`config.mk`:
```
export PLATFORM = sky130hd
export DESIGN_NAME = seq_divider
export DESIGN_NICKNAME = d
export VERILOG_FILES = /design/src/rtl/seq_divider.sv
export SDC_FILE = /design/constraint.sdc
export NUM_CORES = 1
export LEC_CHECK = 0
export BUFFER_PORTS_ARGS = -buffer_cell sky130_fd_sc_hd__buf_2
export CORE_MARGIN = 2
export CORE_UTILIZATION = 39
export DETAILED_ROUTE_END_ITERATION = 8
export HOLD_SLACK_MARGIN = 0.12
export PLACE_DENSITY = 0.64
export SETUP_SLACK_MARGIN = 0.5
export SKIP_CTS_REPAIR_TIMING = 1
export SLEW_MARGIN = 20
export SYNTH_ARGS = -nofsm -noshare
export SYNTH_HDL_FRONTEND = slang
export SYNTH_SLANG_ARGS = --single-unit
```
`constraint.sdc`:
```
create_clock -name clk -period 2.7 [get_ports clk]
set_input_delay 0.27 -clock clk [delete_from_list [all_inputs] [get_ports clk]]
set_output_delay 0.27 -clock clk [all_outputs]
set_load 0.01 [all_outputs]
```
`src/rtl/seq_divider.sv`:
```
// Sequential restoring divider: one quotient bit per clock, N+3-edge latency including the edge that takes load.
// Define SEQ_DIVIDER_SIGNED_EN for two's-complement operands with truncation toward zero.

module seq_divider #(
  parameter int N = 32
) (
  input  logic         clk,
  input  logic         rst_n,
  input  logic         load,
  input  logic         received,
  input  logic [N-1:0] A,
  input  logic [N-1:0] B,
  output logic [N-1:0] Q,
  output logic [N-1:0] R,
  output logic         init,
  output logic         done,
  output logic         dbz
);
  localparam int CW = (N > 1) ? $clog2(N) : 1;

  typedef enum logic [2:0] {
    IDLE  = 3'd0,
    INIT  = 3'd1,
    STEP  = 3'd2,
    FIXUP = 3'd3,
    DONE  = 3'd4
  } state_t;

  state_t        state, state_nx;
  logic [N-1:0]  rem, quo, dvsr;
  logic [CW-1:0] cnt;
  logic          dz;
  logic          cap_en, step_en, fix_en, ack_en;
  logic [N:0]    rem_sh, trial;
  logic [N-1:0]  a_mag, b_mag, q_fix, r_fix;

  function automatic logic [N-1:0] cond_neg(input logic [N-1:0] v, input logic en);
    return en ? (~v + N'(1)) : v;
  endfunction

`ifdef SEQ_DIVIDER_SIGNED_EN
  logic signed [N-1:0] a_s, b_s;
  logic                a_neg, b_neg;

  assign a_s   = A;
  assign b_s   = B;
  assign a_mag = cond_neg(A, a_s[N-1]);
  assign b_mag = cond_neg(B, b_s[N-1]);

  always_ff @(posedge clk or negedge rst_n) begin
    if (!rst_n) begin
      a_neg <= 1'b0;
      b_neg <= 1'b0;
    end else if (cap_en) begin
      a_neg <= a_s[N-1];
      b_neg <= b_s[N-1];
    end
  end

  // For a zero divisor quo still holds |A|, so re-applying A's sign returns A itself.
  assign q_fix = dz ? '1 : cond_neg(quo, a_neg ^ b_neg);
  assign r_fix = cond_neg(dz ? quo : rem, a_neg);
`else
  assign a_mag = A;
  assign b_mag = B;
  assign q_fix = dz ? '1 : quo;
  assign r_fix = dz ? quo : rem;
`endif

  always_ff @(posedge clk or negedge rst_n) begin
    if (!rst_n) state <= IDLE;
    else        state <= state_nx;
  end

  always_comb begin
    state_nx = state;
    case (state)
      IDLE:    if (load) state_nx = INIT;
      INIT:    state_nx = (B == '0) ? FIXUP : STEP;
      STEP:    if (cnt == '0) state_nx = FIXUP;
      FIXUP:   state_nx = DONE;
      DONE:    if (received) state_nx = IDLE;
      default: state_nx = IDLE;
    endcase
  end

  always_comb begin
    cap_en  = 1'b0;
    step_en = 1'b0;
    fix_en  = 1'b0;
    ack_en  = 1'b0;
    case (state)
      INIT:    cap_en  = 1'b1;
      STEP:    step_en = 1'b1;
      FIXUP:   fix_en  = 1'b1;
      DONE:    ack_en  = received;
      default: ;
    endcase
  end

  // rem < divisor always, so the shifted value fits N+1 bits and trial[N] is its sign.
  assign rem_sh = {rem, quo[N-1]};
  assign trial  = rem_sh - {1'b0, dvsr};

  always_ff @(posedge clk or negedge rst_n) begin
    if (!rst_n) begin
      rem  <= '0;
      quo  <= '0;
      dvsr <= '0;
      cnt  <= '0;
      dz   <= 1'b0;
      Q    <= '0;
      R    <= '0;
      init <= 1'b0;
      done <= 1'b0;
      dbz  <= 1'b0;
    end else begin
      init <= cap_en;
      if (cap_en) begin
        quo  <= a_mag;
        dvsr <= b_mag;
        rem  <= '0;
        cnt  <= CW'(N - 1);
        dz   <= (B == '0);
      end
      if (step_en) begin
        rem <= trial[N] ? rem_sh[N-1:0] : trial[N-1:0];
        quo <= {quo[N-2:0], ~trial[N]};
        cnt <= cnt - CW'(1);
      end
      if (fix_en) begin
        Q    <= q_fix;
        R    <= r_fix;
        dbz  <= dz;
        done <= 1'b1;
      end
      if (ack_en) begin
        done <= 1'b0;
        dbz  <= 1'b0;
      end
    end
  end

endmodule

```
### Word level (Yosys, flattened, before mapping)

Cells that the tools add are included.

* muxes and demuxes: 22
* magnitude comparators: 0
* divide/modulo/power cells: 0
* reductions and logical operators: 6
* shifts and indexed selects: 0
* bitwise operators: 1
* $add $sub $neg: 2
* equal/unequal tests: 7
* multipliers: 0

Operator list (number)
* 32-bit 2-to-1 mux: 7
* 33-bit by 32-bit subtractor with 33-bit output: 1
* 32-bit logical NOT: 1
* 3-bit case mux with 5 select lines: 1
* 5-bit 2-to-1 mux: 2
* 1-bit 2-to-1 mux: 9
* 3-bit 2-to-1 mux: 3
* 3-bit by 2-bit equality test with 1-bit output (second input constant): 2
* 2-bit != test (second input constant): 3
* 5-bit logical NOT: 1
* 5-bit by 1-bit subtractor with 5-bit output (second input constant): 1
* 2-bit nonzero test: 2
* 3-bit by 1-bit equality test with 1-bit output (second input constant): 1
* 3-bit equality test (second input constant): 1
* 3-bit logical NOT: 1
* 3-bit AND reduction: 1
* 1-bit NOT: 1

* ROM bits: 0
* bits in writable memories: 0
* word-level logic and storage cells: 49
* flip-flop bits (word level): 172
* bits in latches: 0
* output and inout port bits: 67
* bits of input ports: 68
* memories kept: 0

### Logic depth before layout (Yosys ltp)

* depth in word-level cells: 4
* depth in mapped cells: 15
* depth with buffers taken out: 13

### Worst setup path before layout

Ideal clock, no wire load.

* path kind: register to register
* from: register quo[31]
* to: register rem[10]
* setup time: 0.080 ns
* stages on the path, launching flop included: 16
* arrival: 2.822 ns
* slack: -0.202 ns
* buffers on the path: 2
* path through: dfrtp_1 -> inv_1 -> ha_1 -> inv_1 -> fa_1 -> a211oi_1 -> o21ai_1 -> o211ai_1 -> nand4_1 -> nand2_2 -> o311ai_4 -> a21o_1 -> buf_6 -> and2_4 -> buf_12 -> o211ai_2

* word-level cells in the longest chain between the ends: 3

RTL lines
* start: declaration: line 30 `logic [N-1:0] rem, quo, dvsr;`
* start signal: assignment: line 120 `quo <= a_mag;`
* start signal: assignment: line 128 `quo <= {quo[N-2:0], ~trial[N]};`
* 33-bit by 32-bit subtractor with 33-bit output: line 103 `assign trial = rem_sh - {1'b0, dvsr};`
* 32-bit 2-to-1 mux: line 127 `rem <= trial[N] ? rem_sh[N-1:0] : trial[N-1:0];`
* 32-bit 2-to-1 mux: line 126 `if (step_en) begin`
* end signal: assignment: line 127
* end: declaration: line 30

Every way passes these cells.
A chain may end at the register's enable or synchronous reset.

### Worst setup path in the final report

* from: register quo[31]
* to: register rem[31]

Same word-level chain as after synthesis.

==> impl_results.md <==
- Outcome: finished, violations left
- Failing checks: negative setup slack
- Sequential-to-total area share from yosys stat: 0.466
- Estimated wirelength of the detail-placed design: 18000 um
- Critical path type: flop to flop
- Number of endpoints with negative hold slack in the final report: 0
- Final design instance area without fill: 12200 um^2
- Detailed-route wire length per cell: 16.0 um
- Most frequent cells in the layout: nand2_1, dfrtp_1, buf_2, o21ai_0, buf_4
- Overall die height: 158 um
- Final instance count without filler cells: 1596
- Final number of setup-violating endpoints: 33
- Power spent charging and discharging nets: 5.53 mW
- Synth-to-layout area growth: 31.6%
- Data arrival time of the critical path: 3.30 ns
- Flops & latches, synth: 172
- Register-to-Register Setup Slack: -0.32 ns
- Antenna violations before repair: 0
- CTS sink count: 172
- Setup TNS Final: -9.01 ns
- Via count of the first global-routing pass: 7171
- Pin count of the biggest net entering global routing: 117
- Worst Setup Start Kind: flop
- Initial core utilization: 0.395
- Number of distinct library cells after synthesis: 60
- Ys Warns: 0
- Core Util, Final: 0.520
- CTS tree: done
- Source of the worst register-to-register timing path: quo[31]
- Die W: 158 um
- Ratio of final minimum period to clock period: 1.12
- Area of the mapped netlist: 9240 um^2
- Endpoint required time on the critical path: 2.98 ns
- Wire length of the first global-routing pass: 38300 um
- Net total in the final layout: 1367
- Total routed wirelength: 25500 um
- Buffer cell driving the clock tree root: clkbuf_16
- Tightest hold margin: 0.0622 ns
- Nature of the critical path endpoint: flop
- Per-cell via count in the routed design: 5.09
- Post-Place Setup Slack: -0.300 ns
- Clock buffer count from CTS: 17
- Post-placement cell area: 10800 um^2
- Unrepaired setup endpoints after global routing: yes
- Share of layout cells above drive strength 1: 0.259
- Register share of total power: 0.324
- Share of total power in the clock network: 0.185
- LEAKAGE: 5.94 nW
- Final WS setup: -0.315 ns
- Core Footprint: 23400 um^2
- Cell count after placement: 1492
- Max clock buf depth: 2
- Combinational power share: 0.491
- First element of the critical path: quo[31]
- Depth of the worst register-to-register path: 16
- Antenna violation net count after detailed routing: 0
- Number of port buffers: 134
- Skew-Pair Late Insertion Delay: 0.43 ns
- Starting DRT DRC Count: 608
- Total power density per cell area: 1090 nW/um^2
- Slowest cell on crit path: dfrtp_1
- Total grt overflow: 0
- Synthesized instance count: 1012
- Endpoint of the worst register-to-register path: rem[31]
- All-layer global routing usage: 0.195
- Cells along the critical path: inv_2, ha_4, inv_2, fa_2, a211oi_2, o21ai_2, o211ai_1, buf_4, nand4_1, nand2_2, o311ai_4, a21o_1, buf_12, buf_4, o211ai_1, o221ai_2
- IR drop worst, VDD: 0.467 mV
- Max_cap viols: 0
- I/O pin total: 135
- Mean post-synth cell area: 9.13 um^2
- Critical Path Max Stage Delay: 0.41 ns
- Design internal power: 7.79 mW
- H-Tree Depth: 4
- Post-Syn Nets: 1115
- Type of the tightest min-delay check: primary input to flop
- Most common cell after layout, fill and taps aside: nand2_1
- GP Congestion: 0.876
- Worst setup endpoint: rem[31]
- Vias: 8121
- Synth async-reset ratio: 1.00
- Final-layout fill cell count: 2213
- Post-synth EDFFs: 0
- Residual DRC: 0
- Largest clock skew in the final design: 0.00964 ns
- Design Power: 13.3 mW
- Maximum operating frequency: 332 MHz
- Period minus WS final: 3.02 ns
- Switching share of power: 0.415
- Most used flip-flop cell after synthesis: dfrtp_1
- Final Slew Violations: 0
- Count of standard-cell rows: 56
- Relative slew slack: 0.596
- Antenna Diode Count: 0
- Total iterations of the first detailed-routing run: 5
- Worst-path maximum fanout: 6
- Clock-pin slew of the registers on the worst-case setup and hold paths: 0.07 ns
- Area enclosed by the die boundary: 24900 um^2
- Least-Margin Pin Slew: 0.607 ns
power groups by stage:
stage               sequential, mW  clock (mW)  combinational, mW
finish                        4.32        2.47               6.54
global route                  4.44        2.63               7.31
CTS                           4.30        2.51               6.28
detailed placement            4.34           0               6.25
global placement              4.31           0               6.17
floorplan                     4.37           0               3.79
worst max-delay path, delay by kind of cell, from the launching register on:
| kind | cells | cell delay [ns] |
|---|---|---|
| AOI/OAI and AO/OA | 7 | 1.10 |
| buffers and inverters | 5 | 0.57 |
| adders and majority gates | 2 | 0.49 |
| DFF | 1 | 0.41 |
| and+or+nand+nor | 2 | 0.29 |
cells by family after synthesis:
family | synth area share
AND/OR/NAND/NOR | 0.174
XOR/XNOR | 0.0256
adder cells (fa/ha/maj) | 0.0482
flip-flops | 0.466
buffers and inverters | 0.0498
AO/OA/AOI/OAI | 0.199
multiplexers | 0.0382
flip-flops by register name (all words and copies together) (netlist names):
signal  cells
state       3
dz          1
quo        32
rem        32
R          32
init        1
dvsr       32
done        1
dbz         1
cnt         5
Q          32
final cells by class:
| cell class | instances | area (um^2) | share of cell area |
|---|---|---|---|
| sequential | 172 | 4310 | 0.354 |
| clock buffer | 19 | 443 | 0.0364 |
| timing repair buffer | 294 | 2140 | 0.176 |
| clock inverter | 13 | 151 | 0.0124 |
| inverter | 41 | 154 | 0.0126 |
| tap | 319 | 399 | 0.0328 |
| multi-input combinational | 738 | 4570 | 0.376 |
cells in the mapped netlist, types with 6 or more instances:
master    count  share of area
dfrtp_1     172           0.47
nor3_1        8         0.0043
xor2_1       13          0.012
o21ai_0     109          0.059
a22oi_1      33          0.027
o211ai_2     27          0.037
a21oi_1      37          0.020
o21a_1        6         0.0049
nor4_1       10         0.0068
mux2i_1      33          0.036
clkbuf_1     55          0.022
a21o_1       16          0.013
inv_1        41          0.017
nand2_1     242          0.098
xnor2_1      14          0.013
nor2_1       53          0.022
ha_1         34          0.046
nand4_1      33          0.022
how the worst min path moves through the flow:
stage,startpoint,endpoint,cells after the start
after global placement,rst_n,Q[5],1
after detailed placement,rst_n,Q[5],1
after floorplan,rst_n,Q[0],0
final,B[2],dvsr[2],3
after CTS,rst_n,Q[5],1
after global routing,B[2],dvsr[2],3
per-layer routing:
metal	routed length, um	GRT usage	part of all wire	vias up
li1	-	-	-	4041
met1	12400	0.298	0.49	3822
met2	11300	0.286	0.44	229
met3	1430	0.0328	0.056	29
met4	427	0.0502	0.017	0
met5	0	0	0	-
No activity file was read; power rests on OpenSTA's default activity.
